## src/rtl/instr_sequencer.sv

```systemverilog
// instr_sequencer: multi-cycle fetch/execute sequencer for the 4-bit-opcode core.
// Owns the PC and paces instruction fetch. Gates register, tap and memory commits.
// Resolves be/bne/jump, and stalls while data memory is busy.
// Optional feature macro: SEQ_WATCHDOG_EN. When it is defined, a MEM-state timeout aborts the run with err=1.
module instr_sequencer #(
   parameter int PC_W     = 8,
   parameter int START_PC = 0,
   parameter int LAST_PC  = 255,
   parameter int CNT_W    = 16,
   parameter int MEM_TMO  = 64
) (
   input  logic             clk,
   input  logic             reset,
   input  logic             start,
   input  logic             branch,
   input  logic [1:0]       br_type,
   input  logic             eq_flag,
   input  logic [PC_W-1:0]  target,
   input  logic             mem_req,
   input  logic             mem_ready,
   output logic [PC_W-1:0]  pc,
   output logic             ir_load,
   output logic             commit_en,
   output logic             mem_en,
   output logic             busy,
   output logic             done,
   output logic             err,
   output logic [CNT_W-1:0] cycle_cnt
);

   typedef enum logic [2:0] {
      S_IDLE  = 3'd0,
      S_FETCH = 3'd1,
      S_EXEC  = 3'd2,
      S_MEM   = 3'd3,
      S_DONE  = 3'd4
   } state_t;

   localparam logic [PC_W-1:0] START_V = PC_W'(START_PC);
   localparam logic [PC_W-1:0] LAST_V  = PC_W'(LAST_PC);

   state_t           state_reg, state_next;
   logic [PC_W-1:0]  pc_reg, pc_next;
   logic [CNT_W-1:0] cnt_reg, cnt_next;
   logic             err_reg, err_next;
   logic             br_cond;
   logic             taken;
   logic             at_last;
   logic             wd_clr;
   logic             wd_inc;
   logic             wd_expired;

   // Branch resolution: condition selected by the decoder's MUX7 field.
   always_comb begin
      br_cond = 1'b0;
      case (br_type)
         2'd0:    br_cond = eq_flag;
         2'd1:    br_cond = ~eq_flag;
         2'd2:    br_cond = 1'b1;
         default: br_cond = 1'b0;
      endcase
      taken = branch & br_cond;
   end

   assign at_last = (pc_reg == LAST_V);

`ifdef SEQ_WATCHDOG_EN
   localparam int WD_W = $clog2(MEM_TMO + 1);
   logic [WD_W-1:0] wd_reg;

   // The watchdog counts MEM cycles spent waiting. It restarts on every MEM entry.
   always_ff @(posedge clk or posedge reset) begin
      if (reset)
         wd_reg <= '0;
      else if (wd_clr)
         wd_reg <= '0;
      else if (wd_inc)
         wd_reg <= wd_reg + WD_W'(1);
   end

   assign wd_expired = (wd_reg == WD_W'(MEM_TMO - 1));
`else
   logic unused_wd;
   assign unused_wd  = (MEM_TMO > 0) & wd_clr & wd_inc;
   assign wd_expired = 1'b0;
`endif

   // State, PC, cycle counter and error flag registers.
   always_ff @(posedge clk or posedge reset) begin
      if (reset) begin
         state_reg <= S_IDLE;
         pc_reg    <= START_V;
         cnt_reg   <= '0;
         err_reg   <= 1'b0;
      end else begin
         state_reg <= state_next;
         pc_reg    <= pc_next;
         cnt_reg   <= cnt_next;
         err_reg   <= err_next;
      end
   end

   // Next-state logic: sequencing, PC update, and a saturating busy-cycle count.
   always_comb begin
      state_next = state_reg;
      pc_next    = pc_reg;
      err_next   = err_reg;
      wd_clr     = 1'b0;
      wd_inc     = 1'b0;
      cnt_next   = cnt_reg;
      if (busy && !(&cnt_reg))
         cnt_next = cnt_reg + CNT_W'(1);

      case (state_reg)
         S_IDLE, S_DONE: begin
            if (start) begin
               state_next = S_FETCH;
               pc_next    = START_V;
               cnt_next   = '0;
               err_next   = 1'b0;
            end
         end
         S_FETCH: begin
            state_next = S_EXEC;
         end
         S_EXEC: begin
            if (mem_req) begin
               // A memory access takes priority over any branch in the same instruction.
               state_next = S_MEM;
               wd_clr     = 1'b1;
            end else if (at_last && !taken) begin
               state_next = S_DONE;
            end else begin
               pc_next    = taken ? target : pc_reg + PC_W'(1);
               state_next = S_FETCH;
            end
         end
         S_MEM: begin
            if (mem_ready) begin
               if (at_last) begin
                  state_next = S_DONE;
               end else begin
                  pc_next    = pc_reg + PC_W'(1);
                  state_next = S_FETCH;
               end
            end else if (wd_expired) begin
               state_next = S_DONE;
               err_next   = 1'b1;
            end else begin
               wd_inc = 1'b1;
            end
         end
         default: begin
            state_next = S_IDLE;
         end
      endcase
   end

   assign pc        = pc_reg;
   assign cycle_cnt = cnt_reg;
   assign err       = err_reg;
   assign ir_load   = (state_reg == S_FETCH);
   assign mem_en    = (state_reg == S_MEM);
   assign busy      = (state_reg == S_FETCH) || (state_reg == S_EXEC) || (state_reg == S_MEM);
   assign done      = (state_reg == S_DONE);
   assign commit_en = ((state_reg == S_EXEC) && !mem_req) || ((state_reg == S_MEM) && mem_ready);

endmodule

```

## config.mk

```make
export PLATFORM = sky130hd
export DESIGN_NAME = instr_sequencer
export DESIGN_NICKNAME = d
export VERILOG_FILES = /design/src/rtl/instr_sequencer.sv
export SDC_FILE = /design/constraint.sdc
export NUM_CORES = 1
export LEC_CHECK = 0
export ABC_AREA = 1
export CORE_MARGIN = 2
export CORE_UTILIZATION = 50
export DETAILED_ROUTE_END_ITERATION = 10
export PLACE_DENSITY = 0.81
export SLEW_MARGIN = 20
export SYNTH_ARGS = -nofsm -noshare
export SYNTH_HDL_FRONTEND = slang
export SYNTH_SLANG_ARGS = --single-unit
```

## constraint.sdc

```tcl
create_clock -name clk -period 2.01 [get_ports clk]
set_input_delay 0.201 -clock clk [delete_from_list [all_inputs] [get_ports clk]]
set_output_delay 0.201 -clock clk [all_outputs]
set_load 0.01 [all_outputs]
```

Word-level counts from Yosys, hierarchy flattened
Cells that the tools add are included.

word-level totals
  logic and storage cells = 53
  input bits = 17
  register bits after elaboration = 27
  output and inout port bits = 30

operators by class
  equal/unequal tests = 12
  add/sub/neg operators = 2
  multiplexer cells = 17
  reduce and logical (&&, ||, !) cells = 17
  bitwise gates (word level) = 2

operators by type and width
  kind                                            count
  2-to-1 mux 16 bit                               3
  2-to-1 mux 8 bit                                6
  one-hot mux 8 bit (3 select lines)              1
  adder 16 x 1 -> 16 bit (second input constant)  1
  AND reduction 16 bit                            1
  2-to-1 mux 3 bit                                5
  one-hot mux 3 bit (4 select lines)              1
  inequality test 2 bit (second input constant)   5
  adder 8 x 1 -> 8 bit (second input constant)    1
  == test 8 bit (second input constant)           1
  == test 3 x 2 -> 1 bit (second input constant)  2
  AND reduction 6 bit                             1
  logical AND 1 bit                               4
  == test 3 x 1 -> 1 bit (second input constant)  1
  == test 3 bit (second input constant)           1
  logical NOT 1 bit                               3
  logical NOT 3 bit                               1
  logical OR 1 bit                                3
  one-hot mux 1 bit (3 select lines)              1
  nonzero test 3 bit                              1
  == test 2 x 1 -> 1 bit (second input constant)  1
  == test 2 bit (second input constant)           1
  logical NOT 2 bit                               1
  AND reduction 2 bit                             1
  other kinds (3)                                 3

Depth between registers and ports, before layout
Gate-level depths: netlist of run 1.

  word-level depth = 8
  gate-level depth with buffers = 11
  mapped depth without buffers = 10

Worst setup path after synthesis of run 1
No wires, ideal clock.

  path type = reg-to-reg
  start point = register cnt_reg[0], in the netlist cycle_cnt[0]
  end point = register cnt_reg[5], in the netlist cycle_cnt[5]
  data required time = 1.892 ns
  arrival = 1.451 ns
  stages on the path, launching flop included = 12
  path slack = 0.442 ns
  library setup time = 0.118 ns
  buffers on the path = 1
  clock period less this slack = 1.568 ns
  cells stage by stage = dfrtp_1 -> ha_1 -> nand2_2 -> nor2_4 -> nand2_2 -> nor2_2 -> nor2_2 -> buf_6 -> nand2_2 -> nand2_1 -> nand2_1 -> nor2_2

between the ends
  longest elaborated chain between the ends = 6
  elaborated cells on any way between the ends = 7
  classes of those cells = add/sub: 1; mux: 3; reduce/logical: 3

ends and longest elaborated chain
  element                                                                         RTL line  RTL
  start: declaration                                                              44        logic [CNT_W-1:0] cnt_reg, cnt_next;
  start signal: assignment                                                        98        cnt_reg <= cnt_next;
  parallel branches: the longest is 3 deep, another holds adder 16 x 1 -> 16 bit  --
  2-to-1 mux 16 bit (*)                                                           111       if (busy && !(&cnt_reg))
  2-to-1 mux 16 bit                                                               116       if (start) begin
  2-to-1 mux 16 bit (*)                                                           114       case (state_reg)
  named net cnt_next[5]                                                           44

Mark *: on every way through the listed nets, which the timed path passes.
A chain may end at the register's enable or synchronous reset.

Final worst setup path of run 1
  start point = register state_reg[0]
  end point = output port done

between the ends
  longest elaborated chain between the ends = 1

ends and longest elaborated chain
  element                   RTL line  RTL
  start: declaration        42        state_t state_reg, state_next;
  start signal: assignment  96        state_reg <= state_next;
  == test 3 bit             165       assign done = (state_reg == S_DONE);
  end: declaration          26        output logic done,

Every way passes these cells.

==> flow_metrics.tcl, run 1 <==
set metrics [dict create \
    synth.distinct_cells 29 \
    syn_avg_cell_area_sq_um 6.676 \
    synthesis.nets 305 \
    synth_common_cells "104 x nand2_1, 31 x nor2_1, 27 x dfrtp_1" \
    regToRegSetupSlack_ns 0.34 \
    critical_path.slowest_cell "clkdlybuf4s50_1" \
    cp_cell_sequence "nor2_4, inv_2, nor2_1, clkdlybuf4s50_1" \
    antenna_found_initial 0 \
    worst_r2r_endpoint "cycle_cnt[4]" \
    synthCells 286 \
    fill_cells 326 \
    start_util_pct 52.15 \
    synth_top_area_share_pct 35.39 \
    drv_slew 0 \
    clk_pin_slew_ns 0.09 \
    path_buf_inv 2 \
    numCtsBuffers 3 \
    max_stage_delay_ns 0.53 \
    h-tree-depth 1 \
    crit_required_ns 1.81 \
    worst-setup-path-type "flop to output port" \
    netlist_area_sq_mm 0.001909 \
    tns_ns 0 \
    yosysMostFrequentCell "nand2_1" \
    rsz0062_at_grt "false" \
    drt_iter0_drc 110 \
    min_period_ns 1.887 \
    clock-sinks 27 \
    place.port_buffers 45 \
    p_leak_nw 1.148 \
    via_per_inst 4.979 \
    crit_family "buffers and inverters" \
    hold_class "input port to async pin" \
    max-clock-path-buffers 2 \
    worst_clock_skew_ns 0.007482 \
    ant_nets 0 \
    ios 47 \
    r2r_start "cycle_cnt[1]" \
    reg2reg_depth 9 \
    largest_register_ffs 16 \
    grt_max_degree 28 \
    die_w_um 65.80 \
    num_antenna_cells 0 \
    drcViolationCount 0 \
    cts_tree "built" \
    finalSetupViolCount 0 \
    synth_top_cell_by_area "dfrtp_1" \
    p_total_w 0.003558 \
    gp_congestion 0.9286 \
    status "finished, final reports clean" \
    wl_mm 4.406 \
    final_nets 358 \
    cp.arrival_ns 1.69 \
    track_usage_pct 22.18 \
    timing.fmax_mhz 530.0 \
    clkLatencyLatePin_ns 0.27 \
    drv_cap 0 \
    crit_path_end "done" \
    worst_setup_path_start_kind "flop" \
    cts_setup_buffers 0 \
    synth_ff_type "dfrtp_1" \
    grt_pass1_vias 1809 \
    dr.pass1.iters 4 \
    fin_crit_sh_pct 93.87 \
    grt_pass1_wl_mm 7.541 \
    dpl.hpwl_mm 3.449 \
    root_buffer "clkbuf_8" \
    cts_hold_buf 0 \
    cp-end-kind "output port" \
    synthToLayoutAreaGrowth_pct 30.34 \
    row_count 22 \
    num_vias 1922 \
    power.density_mw_per_mm2 1430 \
    die_y_um 65.80 \
    ys_top_cells_by_area "dfrtp_1 35%, nand2_1 20%, nor2_1 6.1%" \
    synth-edff-count 0 \
    coreArea_sq_mm 0.003661 \
    die_area_sq_mm 0.004329 \
    critical_path_cell_count 4 \
    hold_violations 0 \
    yosys_warnings 0 \
    postSynth.asyncResetShare_pct 100.0 \
    crit_fanout 9 \
    layout-drive-gt1-share_pct 11.24 \
    routedWlPerCell_um 11.41 \
    yosysSeqAreaShare_pct 35.39 \
    synth-seq-cells 27 \
    vdd_drop_max_mv 0.6089 \
    grt.overflow.total 0 \
    critPathLaunch "state_reg[0]" \
]
-- logic make-up after synthesis --
kind of cell             share of synthesized area, %
AND/OR/NAND/NOR                                 41.61
AO/OA/AOI/OAI                                   10.03
buffers and inverters                           7.798
flip-flops                                      35.39
XOR/XNOR                                        3.670
adder cells (fa/ha/maj)                         1.310
other                                          0.1964
-- cells in the final DEF (no fill, tap or decap), types with 3 or more instances in the layout --
cell and n:
a21oi_1 8, buf_4 7, clkbuf_8 3, clkdlybuf4s50_1 44, dfrtp_1 26, inv_1 26, inv_2 3, nand2_1 104
nand2_2 6, nand3_1 11, nand4_1 7, nor2_1 31, nor2_2 7, nor2_4 6, o21ai_0 18, o21ai_1 6
xor2_1 8
-- final cells by class --
class,instances,area (sq um),share of cell area (%)
Multi-Input combinational cell,225,1090,43.79
Sequential cell,27,676.9,27.20
Timing Repair Buffer,52,501.7,20.16
Inverter,30,115.1,4.625
Tap cell,48,60.06,2.413
Clock buffer,4,45.04,1.810
-- timing repair --
item                                    4_1_cts  5_1_grt
endpoints found under the setup margin        1       14
gates resized for setup                       2        1
endpoints found under the hold margin         0        0
pin swaps                                     0        0
-- routing by layer --
metal	track usage [%]	vias up	wire length (um)	part of all wire, %
li1	-	1002	-	-
met1	26.74	863	1993	45
met2	41.41	49	2174	49
met3	1.874	8	168	3.8
met4	6.771	0	69	1.6
met5	0	-	0	0
-- tightest hold or removal path: cells and delay by family --
| family | cells | cell delay, ns |
|---|---|---|
| buf+inv | 3 | 0.76 |
-- per-stage QoR --
step	std cells	utilization (%)	hold WS (ns)	worst slack, ns	instance area [sq um]
finish	386	67.98	0.2764	0.1231	2489
global route	386	67.98	0.3113	0.03843	2489
CTS	386	67.84	0.2893	0.07903	2484
detailed placement	382	66.61	0.5237	0.09770	2439
global placement	382	66.61	0.5222	0.1463	2439
floorplan	286	-	0.2537	0.4415	1909
-- power by group --
group | internal (W) | total, W | switching, W
registers | 0.000788 | 0.00111 | 0.000324
logic | 0.000968 | 0.00214 | 0.00117
clock network | 0.000142 | 0.000304 | 0.000163
total | 0.00190 | 0.00356 | 0.00166
-- how the worst min path moves through the flow --
stage           from           end  depth (start not counted)
6_report       reset  cycle_cnt[0]                          3
5_1_grt        reset  cycle_cnt[0]                          3
4_1_cts        reset  cycle_cnt[0]                          3
3_5_place_dp   pc[1]         pc[1]                          2
3_3_place_gp   pc[1]         pc[1]                          2
2_1_floorplan  reset  cycle_cnt[0]                          1
Note: power is estimated with default switching activity, not from simulation.
==> inputs of run 2 (changes only) <==
Settings changed: DONT_BUFFER_PORTS set to 1, PLACE_DENSITY 0.81 to 0.65.
==> run 2 against run 1 <==
Against the previous run:
- worst hold slack got worse by 0.15 ns
- flip-flop and latch count did not move
- design area fell by 18%
- first-iteration DRC count fell by 14%
- clock skew fell by 0.0043 ns
- global-route usage rose by 0.47 points
- total power fell by 13%
- clock power rose by 5%
- non-clock buffer count fell by 44
- core utilization fell by 12 points
- register-to-register slack got worse by 0.06 ns
- highest routed layer unchanged
==> flow_metrics.tcl, run 2 (synthesis results as in run 1) <==
set metrics [dict create \
    status "finished, final reports clean" \
    grt.overflow.total 0 \
    h-tree-depth 1 \
    whs_endpoint "pc[7]" \
    post_cts_resized 0 \
    critical_path.slowest_cell "dfrtp_1" \
    globalRoute.busiestLayer "met2" \
    regToRegSetupSlack_ns 0.28 \
    largest_register_ffs 16 \
    place_inst 336 \
    drv_slew 0 \
    grt_max_degree 28 \
    grt_use_met2_pct 40.28 \
    root_buffer "clkbuf_8" \
    path_buf_inv 1 \
    power.density_mw_per_mm2 1505 \
    fin_crit_sh_pct 85.90 \
    wl_mm 4.503 \
    track_usage_pct 22.64 \
    worst-setup-path-type "flop to flop" \
    min_period_ns 1.727 \
    met1_usage_pct 27.14 \
    worstMarginPinSlew_ns 0.5055 \
    hold_violations 0 \
    reg2reg_depth 10 \
    slew_headroom_pct 65.95 \
    clkLatencyLatePin_ns 0.28 \
    layout_common_cells "104 x nand2_1, 31 x nor2_1, 27 x dfrtp_1, 26 x inv_1, 18 x o21ai_0" \
    rsz0062_at_grt "false" \
    cts_hold_buf 2 \
    grt_pass1_wl_mm 7.672 \
    r2r_start "cycle_cnt[0]" \
    dpl.hpwl_mm 3.417 \
    routedWlPerCell_um 13.17 \
    cts_tree "built" \
    numCtsBuffers 3 \
    row_count 22 \
    timing.fmax_mhz 579.2 \
    clk_pin_slew_ns 0.09 \
    cp.arrival_ns 1.89 \
    tns_ns 0 \
    ios 47 \
    fill_cells 364 \
    max-clock-path-buffers 2 \
    die_area_sq_mm 0.004329 \
    cts_setup_buffers 0 \
    finalInstanceArea_sq_mm 0.002046 \
    vdd_drop_max_mv 0.6635 \
    p_leak_nw 0.9770 \
    grt_pass1_vias 1682 \
    clock-sinks 27 \
    synthToLayoutAreaGrowth_pct 7.143 \
    gp_congestion 0.9188 \
    die_w_um 65.80 \
    hold_depth 4 \
    max_stage_delay_ns 0.37 \
    place.port_buffers 0 \
    cp_cell_sequence "ha_1, nand2_2, nor2_4, nand2_2, nor2_2, nor2_2, buf_4, or2_0, nand2_1, nor2_1" \
    worst_setup_path_start_kind "flop" \
    placed_area_sq_mm 0.001981 \
    die_y_um 65.80 \
    layout-drive-gt1-share_pct 12.24 \
    final_nets 314 \
    coreArea_sq_mm 0.003661 \
    drcViolationCount 0 \
    p_total_w 0.003078 \
    hold_class "input port to flop" \
    num_vias 1767 \
    dr.pass1.iters 4 \
    worst_r2r_endpoint "cycle_cnt[10]" \
    min_from "target[7]" \
    antenna_found_initial 0 \
    grtUsageMet3_pct 4.089 \
    cp-end-kind "flop" \
    worst_clock_skew_ns 0.003185 \
    start_util_pct 52.15 \
    num_antenna_cells 0 \
    final_cell_count_no_fill 342 \
    via_per_inst 5.167 \
    final_common_cell "nand2_1" \
    crit_family "simple AND/OR/NAND/NOR gates" \
    ant_nets 0 \
    drv_cap 0 \
    crit_required_ns 2.17 \
    drt_iter0_drc 95 \
    finalSetupViolCount 0 \
    crit_fanout 9 \
]
run 2: cell count changes in the layout (fill, tap and decap cells not counted), sizes merged:
cell           change
buf                -1
dlygate4sd3        +2
dlygate4sd2        -1
clkdlybuf4s50     -44
run 2: cell type report:
| cell class | count | area (sq um) | area share [%] |
|---|---|---|---|
| flip-flops and latches | 27 | 675.6 | 33.03 |
| inverters | 30 | 115.1 | 5.627 |
| clock buffers | 4 | 45.04 | 2.202 |
| multi-input cells | 225 | 1085 | 53.03 |
| well taps | 48 | 60.06 | 2.936 |
| repair buffers | 8 | 65.06 | 3.180 |
run 2: worst reg2reg max path, stage by stage (launching register included):
cell	delay, ns
dfrtp_1	0.37
ha_1	0.29
nand2_2	0.10
nor2_4	0.16
nand2_2	0.09
nor2_2	0.12
nor2_2	0.04
buf_4	0.15
or2_0	0.19
nand2_1	0.06
nor2_1	0.04
run 2: stage by stage:
stage	hold WS [ns]	worst slack, ns	util [%]
3_5_place_dp	0.1815	0.2926	54.10
2_1_floorplan	0.2537	0.4415	-
6_report	0.1271	0.2834	55.88
5_1_grt	0.1546	0.1571	55.88
3_3_place_gp	0.1793	0.3255	54.10
4_1_cts	0.1229	0.2890	55.88
run 2: layer usage:
layer / up-vias / part of all wire (%)
li1: 916 / -
met1: 789 / 43
met2: 54 / 50
met3: 8 / 6.2
met4: 0 / 1.5
met5: - / 0
run 2: where the power goes:
| part | total [W] | internal [W] | switching (W) |
|---|---|---|---|
| Sequential | 0.00123 | 0.000786 | 0.000441 |
| Clock | 0.000319 | 0.000142 | 0.000176 |
| Combinational | 0.00153 | 0.000545 | 0.000987 |
| Total | 0.00308 | 0.00147 | 0.00160 |
run 2: worst max path at each step:
stage	start	endpoint	slack, ns	cells after the start
after CTS	cycle_cnt[0]	cycle_cnt[10]	0.29	10
after floorplan	cycle_cnt[0]	cycle_cnt[5]	0.44	11
after detailed placement	cycle_cnt[0]	cycle_cnt[10]	0.29	10
after global placement	cycle_cnt[0]	cycle_cnt[10]	0.33	10
after global routing	cycle_cnt[0]	cycle_cnt[1]	0.16	9
final	cycle_cnt[0]	cycle_cnt[10]	0.28	10
==> inputs of run 3 (changes only) <==
Settings changed: CORE_ASPECT_RATIO set to 1.1.
==> run 3 against run 2 <==
Against the previous run:
- routed wire length is 0.60% lower
- combinational power grew 7%
- design area rose by 1.2%
- sequential power shrank 5%
- global-route usage fell by 0.30 points
- first-iteration DRC count down 38%
- clock-buffer cell count is the same
- core utilization increased by 0.78 points
- largest power group unchanged
- flip-flop and latch count stayed put
==> flow_metrics.tcl, run 3 (synthesis results as in run 1) <==
set metrics [dict create \
    rsz0062_at_grt "false" \
    hold_violations 0 \
    final_nets 317 \
    cp.arrival_ns 1.96 \
    start_util_pct 52.24 \
    synthToLayoutAreaGrowth_pct 8.454 \
    clk_pin_slew_ns 0.09 \
    dpl.hpwl_mm 3.410 \
    slew_headroom_pct 67.20 \
    finalSetupViolCount 0 \
    reg2reg_depth 10 \
    timing.fmax_mhz 558.8 \
    grt_pass1_wl_mm 7.534 \
    track_usage_pct 22.35 \
    hold_class "input port to flop" \
    crit_fanout 9 \
    root_buffer "clkbuf_8" \
    layout_common_cells "104 x nand2_1, 31 x nor2_1, 27 x dfrtp_1, 26 x inv_1, 18 x o21ai_0" \
    clock-sinks 27 \
    place.port_buffers 0 \
    worstMarginPinSlew_ns 0.4869 \
    routedWlPerCell_um 12.90 \
    num_antenna_cells 0 \
    h-tree-depth 1 \
    timing.hold.ws_ns 0.1239 \
    via_per_inst 5.118 \
    status "finished, final reports clean" \
    grt.overflow.total 0 \
    wl_mm 4.476 \
    regToRegSetupSlack_ns 0.22 \
    cts_tree "built" \
    final_common_cell "nand2_1" \
    clkLatencyLatePin_ns 0.27 \
    worst_setup_path_start_kind "flop" \
    tns_ns 0 \
    ant_nets 0 \
    die_w_um 62.92 \
    gp_congestion 0.8868 \
    coreArea_sq_mm 0.003655 \
    cp-end-kind "flop" \
    fin_crit_sh_pct 89.04 \
    numCtsBuffers 3 \
    crit_required_ns 2.18 \
    drt_iter0_drc 59 \
    die_area_sq_mm 0.004330 \
    drv_cap 0 \
    dr.pass1.iters 4 \
    row_count 23 \
    vdd_drop_max_mv 0.6927 \
    largest_register_ffs 16 \
    layout-drive-gt1-share_pct 13.13 \
    antenna_found_initial 0 \
    p_leak_nw 0.9917 \
    num_vias 1776 \
    hold_depth 4 \
    worst_clock_skew_ns 0.002162 \
    grt_pass1_vias 1691 \
    grt_max_degree 28 \
    ios 47 \
    min_period_ns 1.790 \
    max-clock-path-buffers 2 \
    die_y_um 68.81 \
    power.density_mw_per_mm2 1502 \
    post_cts_resized 0 \
    drcViolationCount 0 \
    worst-setup-path-type "flop to flop" \
    drv_slew 0 \
]
-- run 3: cell count changes in the layout (fill, tap and decap cells not counted), sizes merged --
cell  before  now
buf        6    9
-- run 3: layer usage --
| metal | track usage (%) | routed length (um) |
|---|---|---|
| met4 | 9.722 | 102 |
| met5 | 0 | 0 |
| met3 | 4.545 | 189 |
| met1 | 23.46 | 1868 |
| met2 | 43.88 | 2316 |
-- run 3: stage by stage --
| stage | util, % | power, W | setup WS (ns) | instances | area (sq um) |
|---|---|---|---|---|---|
| after floorplan | - | 0.002384 | 0.4415 | 286 | 1909 |
| after global placement | 54.88 | 0.002802 | 0.2956 | 341 | 2006 |
| after detailed placement | 54.88 | 0.002814 | 0.2581 | 341 | 2006 |
| after CTS | 56.66 | 0.003146 | 0.2294 | 347 | 2071 |
| after global routing | 56.66 | 0.003439 | 0.07630 | 347 | 2071 |
| final | 56.66 | 0.003110 | 0.2203 | 347 | 2071 |
-- run 3: path summary, 6_finish.rpt --
| check | to | startpoint |
|---|---|---|
| worst max-delay path | cycle_cnt[4] | cycle_cnt[0] |
| worst min register to register | pc[1] | pc[1] |
| min in group asynchronous | pc[1] | reset |
| worst max register to register | cycle_cnt[4] | cycle_cnt[0] |
| worst min-delay path | pc[2] | target[2] |
| max in group asynchronous | cycle_cnt[1] | reset |
-- run 3: worst max-delay path, stage by stage, from the launching register on --
cell and delay, ns:
dfrtp_1 0.39, ha_1 0.28, nand2_2 0.12, nor2_4 0.05, nand2_2 0.08, nor2_2 0.05, nor2_2 0.27, buf_4 0.22
nand3_2 0.07, nor2_1 0.10, nor2_1 0.05
-- run 3: area by class of cell --
| cell class | instances | area (sq um) |
|---|---|---|
| fill | 379 | 1584 |
| sequential | 27 | 675.6 |
| tap | 50 | 62.56 |
| timing repair buffer | 11 | 87.58 |
| clock buffer | 4 | 45.04 |
| multi-input combinational | 225 | 1085 |
| inverter | 30 | 115.1 |
-- run 3: repair_timing --
item	4_1_cts	5_1_grt
endpoints found under the hold margin	33	0
buffers inserted	0	0
hold buffers	2	0
-- run 3: power by group --
part           internal (W)  switching, W  leakage [nW]
Clock              0.000142      0.000170        0.0228
Combinational      0.000580       0.00105         0.625
Sequential         0.000786      0.000386         0.344
Total               0.00151       0.00160         0.992
